**src/rtl/ofm_packer.sv**
```systemverilog
// ofm_packer: packs 8-bit PE results four per 32-bit word, little-endian
// byte lanes, and writes the words to output memory at consecutive
// addresses. The design holds one assembly word and one pending write.
module ofm_packer #(
  parameter int ADDR_W    = 8,
  parameter int OFM_BYTES = 64
) (
  input  logic              clk,
  input  logic              rst,
  input  logic              start,
  input  logic [ADDR_W-1:0] base_addr,
  input  logic [7:0]        macout,
  input  logic              wrofm,
  input  logic              mem_ready,
  output logic              mem_wEn,
  output logic [ADDR_W-1:0] mem_addr,
  output logic [31:0]       mem_data,
  output logic              busy,
  output logic              done,
  output logic              overflow
);

  localparam int CNT_W = ADDR_W + 3;
  localparam logic [CNT_W-1:0] LAST_CNT = CNT_W'(OFM_BYTES);

  typedef enum logic [1:0] {S_IDLE, S_COLLECT, S_FLUSH, S_DONE} state_t;

  state_t            state_q, state_d;
  logic [CNT_W-1:0]  cnt_q, cnt_d;
  logic [ADDR_W-1:0] widx_q, widx_d;
  logic [ADDR_W-1:0] base_q, base_d;
  logic [31:0]       asm_q, asm_d;
  logic [1:0]        lane_q, lane_d;
  logic              full_q, full_d;
  logic              pvld_q, pvld_d;
  logic [ADDR_W-1:0] paddr_q, paddr_d;
  logic [31:0]       pdata_q, pdata_d;
  logic              busy_q, busy_d;
  logic              done_q, done_d;
  logic              ovf_q, ovf_d;

  logic              in_collect, accept, pend_free, move, cap, complete;
  logic              direct, last_to_pend, drop;
  logic [31:0]       base_word, new_word;
  logic [1:0]        base_lane;
  logic [CNT_W-1:0]  cnt_inc;

  // Decode the per-cycle events: pending accept, assembly move, byte capture.
  always_comb begin
    in_collect   = (state_q == S_COLLECT);
    accept       = pvld_q & mem_ready;
    pend_free    = ~pvld_q | accept;
    // A full assembly word leaves for pending as soon as pending frees up.
    move         = in_collect & full_q & pend_free;
    cap          = in_collect & wrofm & (cnt_q < LAST_CNT) & (~full_q | move);
    drop         = in_collect & wrofm & full_q & ~move;
    // When the full word moves out this cycle, the new byte starts a fresh word.
    base_word    = move ? 32'd0 : asm_q;
    base_lane    = move ? 2'd0 : lane_q;
    new_word     = base_word | ({24'd0, macout} << {base_lane, 3'b000});
    cnt_inc      = cnt_q + CNT_W'(1);
    complete     = cap & ((base_lane == 2'd3) | (cnt_inc == LAST_CNT));
    // A completed word bypasses assembly when pending is free and not taken by a move.
    direct       = complete & pend_free & ~move;
    last_to_pend = (move & (cnt_q == LAST_CNT)) | (direct & (cnt_inc == LAST_CNT));
  end

  // Next-state logic for the control FSM.
  always_comb begin
    state_d = state_q;
    case (state_q)
      S_IDLE:    if (start)        state_d = S_COLLECT;
      S_COLLECT: if (last_to_pend) state_d = S_FLUSH;
      S_FLUSH:   if (accept)       state_d = S_DONE;
      S_DONE:                      state_d = S_IDLE;
      default:                     state_d = S_IDLE;
    endcase
  end

  // Next values for counters, assembly word, pending write and status flags.
  always_comb begin
    cnt_d   = cnt_q;
    widx_d  = widx_q;
    base_d  = base_q;
    asm_d   = asm_q;
    lane_d  = lane_q;
    full_d  = full_q;
    pvld_d  = pvld_q;
    paddr_d = paddr_q;
    pdata_d = pdata_q;
    ovf_d   = ovf_q;

    if ((state_q == S_IDLE) && start) begin
      cnt_d  = '0;
      widx_d = '0;
      base_d = base_addr;
      asm_d  = '0;
      lane_d = '0;
      full_d = 1'b0;
      ovf_d  = 1'b0;
    end

    if (move) begin
      pvld_d  = 1'b1;
      pdata_d = asm_q;
      paddr_d = base_q + widx_q;
      widx_d  = widx_q + ADDR_W'(1);
    end else if (direct) begin
      pvld_d  = 1'b1;
      pdata_d = new_word;
      paddr_d = base_q + widx_q;
      widx_d  = widx_q + ADDR_W'(1);
    end else if (accept) begin
      pvld_d  = 1'b0;
    end

    if (cap) begin
      cnt_d = cnt_inc;
      if (direct) begin
        asm_d  = '0;
        lane_d = '0;
        full_d = 1'b0;
      end else if (complete) begin
        asm_d  = new_word;
        lane_d = '0;
        full_d = 1'b1;
      end else begin
        asm_d  = new_word;
        lane_d = base_lane + 2'd1;
        full_d = 1'b0;
      end
    end else if (move) begin
      asm_d  = '0;
      lane_d = '0;
      full_d = 1'b0;
    end

    if (drop) ovf_d = 1'b1;

    busy_d = (state_d == S_COLLECT) || (state_d == S_FLUSH);
    done_d = (state_d == S_DONE);
  end

  // State and datapath registers; reset discards any in-flight word.
  always_ff @(posedge clk or negedge rst) begin
    if (!rst) begin
      state_q <= S_IDLE;
      cnt_q   <= '0;
      widx_q  <= '0;
      base_q  <= '0;
      asm_q   <= '0;
      lane_q  <= '0;
      full_q  <= 1'b0;
      pvld_q  <= 1'b0;
      paddr_q <= '0;
      pdata_q <= '0;
      busy_q  <= 1'b0;
      done_q  <= 1'b0;
      ovf_q   <= 1'b0;
    end else begin
      state_q <= state_d;
      cnt_q   <= cnt_d;
      widx_q  <= widx_d;
      base_q  <= base_d;
      asm_q   <= asm_d;
      lane_q  <= lane_d;
      full_q  <= full_d;
      pvld_q  <= pvld_d;
      paddr_q <= paddr_d;
      pdata_q <= pdata_d;
      busy_q  <= busy_d;
      done_q  <= done_d;
      ovf_q   <= ovf_d;
    end
  end

  assign mem_wEn  = pvld_q;
  assign mem_addr = paddr_q;
  assign mem_data = pdata_q;
  assign busy     = busy_q;
  assign done     = done_q;
  assign overflow = ovf_q;

endmodule

```
**config.mk**
```make
export PLATFORM = sky130hd
export DESIGN_NAME = ofm_packer
export DESIGN_NICKNAME = d
export VERILOG_FILES = /design/src/rtl/ofm_packer.sv
export SDC_FILE = /design/constraint.sdc
export NUM_CORES = 1
export LEC_CHECK = 0
export CORE_UTILIZATION = 50
export DETAILED_ROUTE_END_ITERATION = 8
export PLACE_DENSITY_LB_ADDON = 0.15
export SLEW_MARGIN = 20
export SYNTH_ARGS = -nofsm -noshare
export SYNTH_HDL_FRONTEND = slang
export SYNTH_SLANG_ARGS = --single-unit
```
**constraint.sdc**
```tcl
create_clock -name clk -period 2.52 [get_ports clk]
set_input_delay 0.756 -clock clk [delete_from_list [all_inputs] [get_ports clk]]
set_output_delay 0.756 -clock clk [all_outputs]
set_load 0.02 [all_outputs]
```
==> impl_summary.log <==
[metrics] total grt overflow: 0
[metrics] length of routed met3 wiring: just over 400 µm
[metrics] Core Area: between 9000 and 10000 µm²
[metrics] number of nets produced by synthesis: 510
[metrics] Synth Instances: ~480
[metrics] placed instance area: roughly 6000 µm²
[metrics] Crit Reg-Reg Endpoint: mem_addr[5]
[metrics] global-route wire length before repair: ~19 mm
[metrics] CTS clk-pin slew, worst paths: around 0.1 ns
[metrics] post-detailed-route wirelength per cell: roughly 16 µm
[metrics] highest net fanout along the worst path: 7
[metrics] startpoint of the most critical register-to-register path: cnt_q[3]
[metrics] adder-cell share of the synthesized area: 3.46%
[metrics] maximum clock skew at final layout: 0.00947 ns
[metrics] Final Hold Viols: 0
[metrics] ANT nets after route: 0
[metrics] Ant. Diodes: 0
[metrics] wire length on met2: roughly 5.5 mm
[metrics] Clock Power Share: ~17%
[metrics] Relative slew margins: approximately three fifths
[metrics] weighted congestion reported at the end of routability-driven placement: 0.854
[metrics] Die Y: 101 µm
[metrics] R2R depth: 8
[metrics] multiplexer share of the synthesized area: approximately 2.9%
[metrics] Design Power: between 0.006 and 0.007 W
[metrics] Clk Tree Root Cell: clkbuf_8
[metrics] vias in the first global route: around 3.9k
[metrics] die extent in x: just over 100 µm
[metrics] type of the tightest min-delay check: in -> async
[metrics] max frequency: between 400 and 500 MHz
[metrics] Setup crit start kind: flop
[metrics] DRT iter0 DRCs: between 150 and 200
[metrics] leading register cell type out of synthesis: dfrtp_1
[metrics] largest family of logic cells by synthesized area: compound AO/OA/AOI/OAI gates
[metrics] number of clock buffers inserted by TritonCTS: 9
[metrics] pre-CTS setup slack: -0.568 ns
[metrics] type of the setup path with the least slack: reg -> reg
[metrics] post-route clock period utilization: a little over nine tenths
[metrics] M1 WL: 5.18 mm
[metrics] aggregate routed wire length: approximately 11 mm
[metrics] Final Worst Setup Slack: roughly 0.11 ns
[metrics] power dissipated by switching net loads: around 0.0025 W
[metrics] EDFF count, synth: 0
[metrics] DPL Wire Length: 7.58 mm
[metrics] Boundary Pins: 65
[metrics] area growth from synthesis to layout: 28.1%
[metrics] fin. max-slew vios: 0
[metrics] average instance area after synthesis: ~10 µm²
[metrics] remaining design rule violation count: 0
[metrics] TritonCTS Sinks: 108
[metrics] max-cap violation count: 0
[metrics] final-stage net count: roughly 600
[metrics] Total GRT Usage: a little under a quarter
[metrics] fraction of final layout cells sized beyond drive strength 1: 14.8%
[metrics] worst endpoint data arrival time: approximately 2.7 ns
[metrics] largest net degree at the start of global routing: 44
[metrics] logic gate share of total power: approximately 43%
[metrics] post-synthesis compound-gate area fraction: 21.3%
[metrics] leading cell types in the layout, fill and taps excluded: dfrtp_1, a21oi_1, clkdlybuf4s50_1
[metrics] worst-case register-to-register setup slack: ~0.11 ns
[metrics] number of antenna violations at the first check in global routing: 0
[metrics] # H-tree levels: 3
[metrics] xor/xnor cell area share of the yosys netlist: 1.07%
[metrics] fraction of registers with async set or reset after synthesis: 100%
[metrics] switching power as a share of total power: roughly 36%
[metrics] slowest stage cell on the critical path: or4b_4
[metrics] total vias in the final route: between 3k and 4k
[metrics] delay of the slowest cell on the worst path: 0.58 ns
[metrics] clock tree from TritonCTS: yes
[metrics] area of all placed cells without fillers: approximately 6300 µm²
[metrics] simple logic cell fraction of the synthesized area: 12.5%
[metrics] worst skew pair latency: between 0.3 and 0.4 ns
[metrics] maximum number of buffers from clock root to sink: 2
[metrics] Static Leakage: about 2.8 nW
[metrics] cell occurring most often along the worst timing path: buf_12
[metrics] Starting Density: roughly 53%
[metrics] Cell Pwr Density: around 1100 nW/µm²
[metrics] synthesis warning total: 0
[metrics] setup repair after global routing missed its margin: false
[metrics] floorplan die area: 10200 µm²
[metrics] final period demand of the worst path: 2.41 ns
[metrics] leading cell type in the layout, fill and taps excluded: dfrtp_1
[metrics] Internal Dissipation: 0.00443 W
[metrics] outcome: completed
[metrics] maximum vdd ir drop: between 0.6 and 0.7 mV
[metrics] number of placement rows: 35
[metrics] count of buffers inserted at the top-level ports: 64
[metrics] fill cell count: about 770
[metrics] final-layout setup total negative slack: 0 ns
[metrics] total of endpoints with negative setup slack in the final report: 0
[metrics] uppermost layer routed: met4
[metrics] sequential-to-total area share from yosys stat: 54.9%
[metrics] register bit count reported by yosys: 108
[metrics] per-cell via count in the routed design: 5.63
[metrics] critical path capture point type: flop
[metrics] data required time of the worst path: 2.79 ns
[metrics] Critical Path, Cell by Cell: or4b_4 -> o32ai_4 -> o2111ai_4 -> a211oi_4 -> buf_4 -> buf_12 -> buf_12 -> mux2_2
[metrics] area of the mapped netlist: a little under 5000 µm²
[metrics] power share of the sequential group: approximately 41%
[metrics] 1st-pass router iterations: 4
[metrics] transition time at the pin with the least slew margin: 0.615 ns
[metrics] Netlist cell types: 49
sequential cells by signal, summed over array words and instances, names as in the netlist, 2 cells and up:
| signal | count |
|---|---|
| lane_q | 2 |
| mem_addr | 8 |
| state_q | 2 |
| mem_data | 32 |
| cnt_q | 11 |
| asm_q | 32 |
| widx_q | 8 |
| base_q | 8 |
area by class of cell:
cell class	count	area [µm²]	area share [%]
sequential	108	2700	42.9
multi-input combinational	323	2100	33.2
timing repair buffer	106	1070	16.9
tap	129	161	2.56
clock buffer	10	138	2.18
clock inverter	4	75.1	1.19
inverter	17	63.8	1.01
worst max-delay path by stage:
stage               start  depth (start not counted)  slack, ns           to
4_1_cts          cnt_q[3]                          7       0.02    widx_q[2]
5_1_grt        state_q[0]                         11      0.006    asm_q[22]
2_1_floorplan   mem_ready                          9       0.03  mem_addr[0]
3_3_place_gp    mem_ready                         11      -0.47    widx_q[5]
3_5_place_dp    mem_ready                         11      -0.57    widx_q[4]
6_report         cnt_q[3]                          8       0.11  mem_addr[5]
critical path, delay by kind of cell (launching register included):
kind,cells,cell delay (ns)
AO/OA/AOI/OAI,3,0.58
multiplexers,1,0.32
AND/OR/NAND/NOR,1,0.58
flip-flops,1,0.40
buffers and inverters,3,0.41
power groups by stage:
stage	logic (W)	registers [W]	clock network, W
after floorplan	0.00132	0.00316	0
after global placement	0.00278	0.00282	0
after detailed placement	0.00285	0.00283	0
after CTS	0.00294	0.00281	0.00118
after global routing	0.00320	0.00290	0.00124
final	0.00292	0.00281	0.00115
cell usage after synthesis (2+ instances only):
| cell type | number | area share [%] |
|---|---|---|
| and3_1 | 7 | 0.89 |
| nor2b_1 | 5 | 0.64 |
| a22o_1 | 34 | 6.1 |
| mux2i_1 | 4 | 0.81 |
| nand3_1 | 9 | 0.92 |
| o32ai_1 | 2 | 0.36 |
| ha_1 | 12 | 3.1 |
| inv_1 | 17 | 1.3 |
| clkbuf_1 | 6 | 0.46 |
| nor2_1 | 50 | 3.8 |
| and2_1 | 4 | 0.51 |
| buf_2 | 9 | 0.92 |
| a21o_1 | 2 | 0.31 |
| a21oi_1 | 70 | 7.1 |
| nand4_1 | 4 | 0.51 |
| a31oi_1 | 4 | 0.51 |
| dfrtp_1 | 108 | 55 |
| buf_4 | 3 | 0.46 |
| o21ai_0 | 20 | 2.0 |
| nand2_1 | 46 | 3.5 |
| a211oi_1 | 2 | 0.31 |
| buf_1 | 10 | 0.76 |
| xnor2_1 | 5 | 0.89 |
| nor3_1 | 6 | 0.61 |
| o21a_1 | 2 | 0.31 |
| mux2_2 | 9 | 2.1 |
| o31ai_1 | 2 | 0.31 |
| a2111oi_4 | 3 | 1.7 |
metrics by stage:
step	cells	hold slack, ns	utilization (%)
global placement	674	0.469	63.1
global route	697	0.296	67.3
floorplan	476	0.450	-
finish	697	0.276	67.3
detailed placement	674	0.472	63.1
CTS	692	0.274	66.8
layer usage:
| layer | vias to the layer above | global-route usage (%) |
|---|---|---|
| met5 | - | 0 |
| met3 | 19 | 5.11 |
| li1 | 1859 | - |
| met2 | 84 | 37.9 |
| met1 | 1959 | 31.7 |
| met4 | 0 | 7.13 |
cell families (layout without fill, tap and decap cells):
group / Yosys count / after routing
buffers and inverters: 45 / 137
AO/OA/AOI/OAI: 152 / 152
adder cells (fa/ha/maj): 13 / 13
AND/OR/NAND/NOR: 139 / 139
flip-flops: 108 / 108
XOR/XNOR: 6 / 6
multiplexers: 13 / 13
timing repair:
| item | CTS | global route |
|---|---|---|
| endpoints found under the setup margin | 76 | 73 |
| hold buffers | 0 | 0 |
| setup buffers | 3 | 5 |
| pin swaps | 3 | 4 |
| resized for setup | 13 | 3 |
| gates cloned | 1 | 0 |
Note: power is estimated with default switching activity, not from simulation.
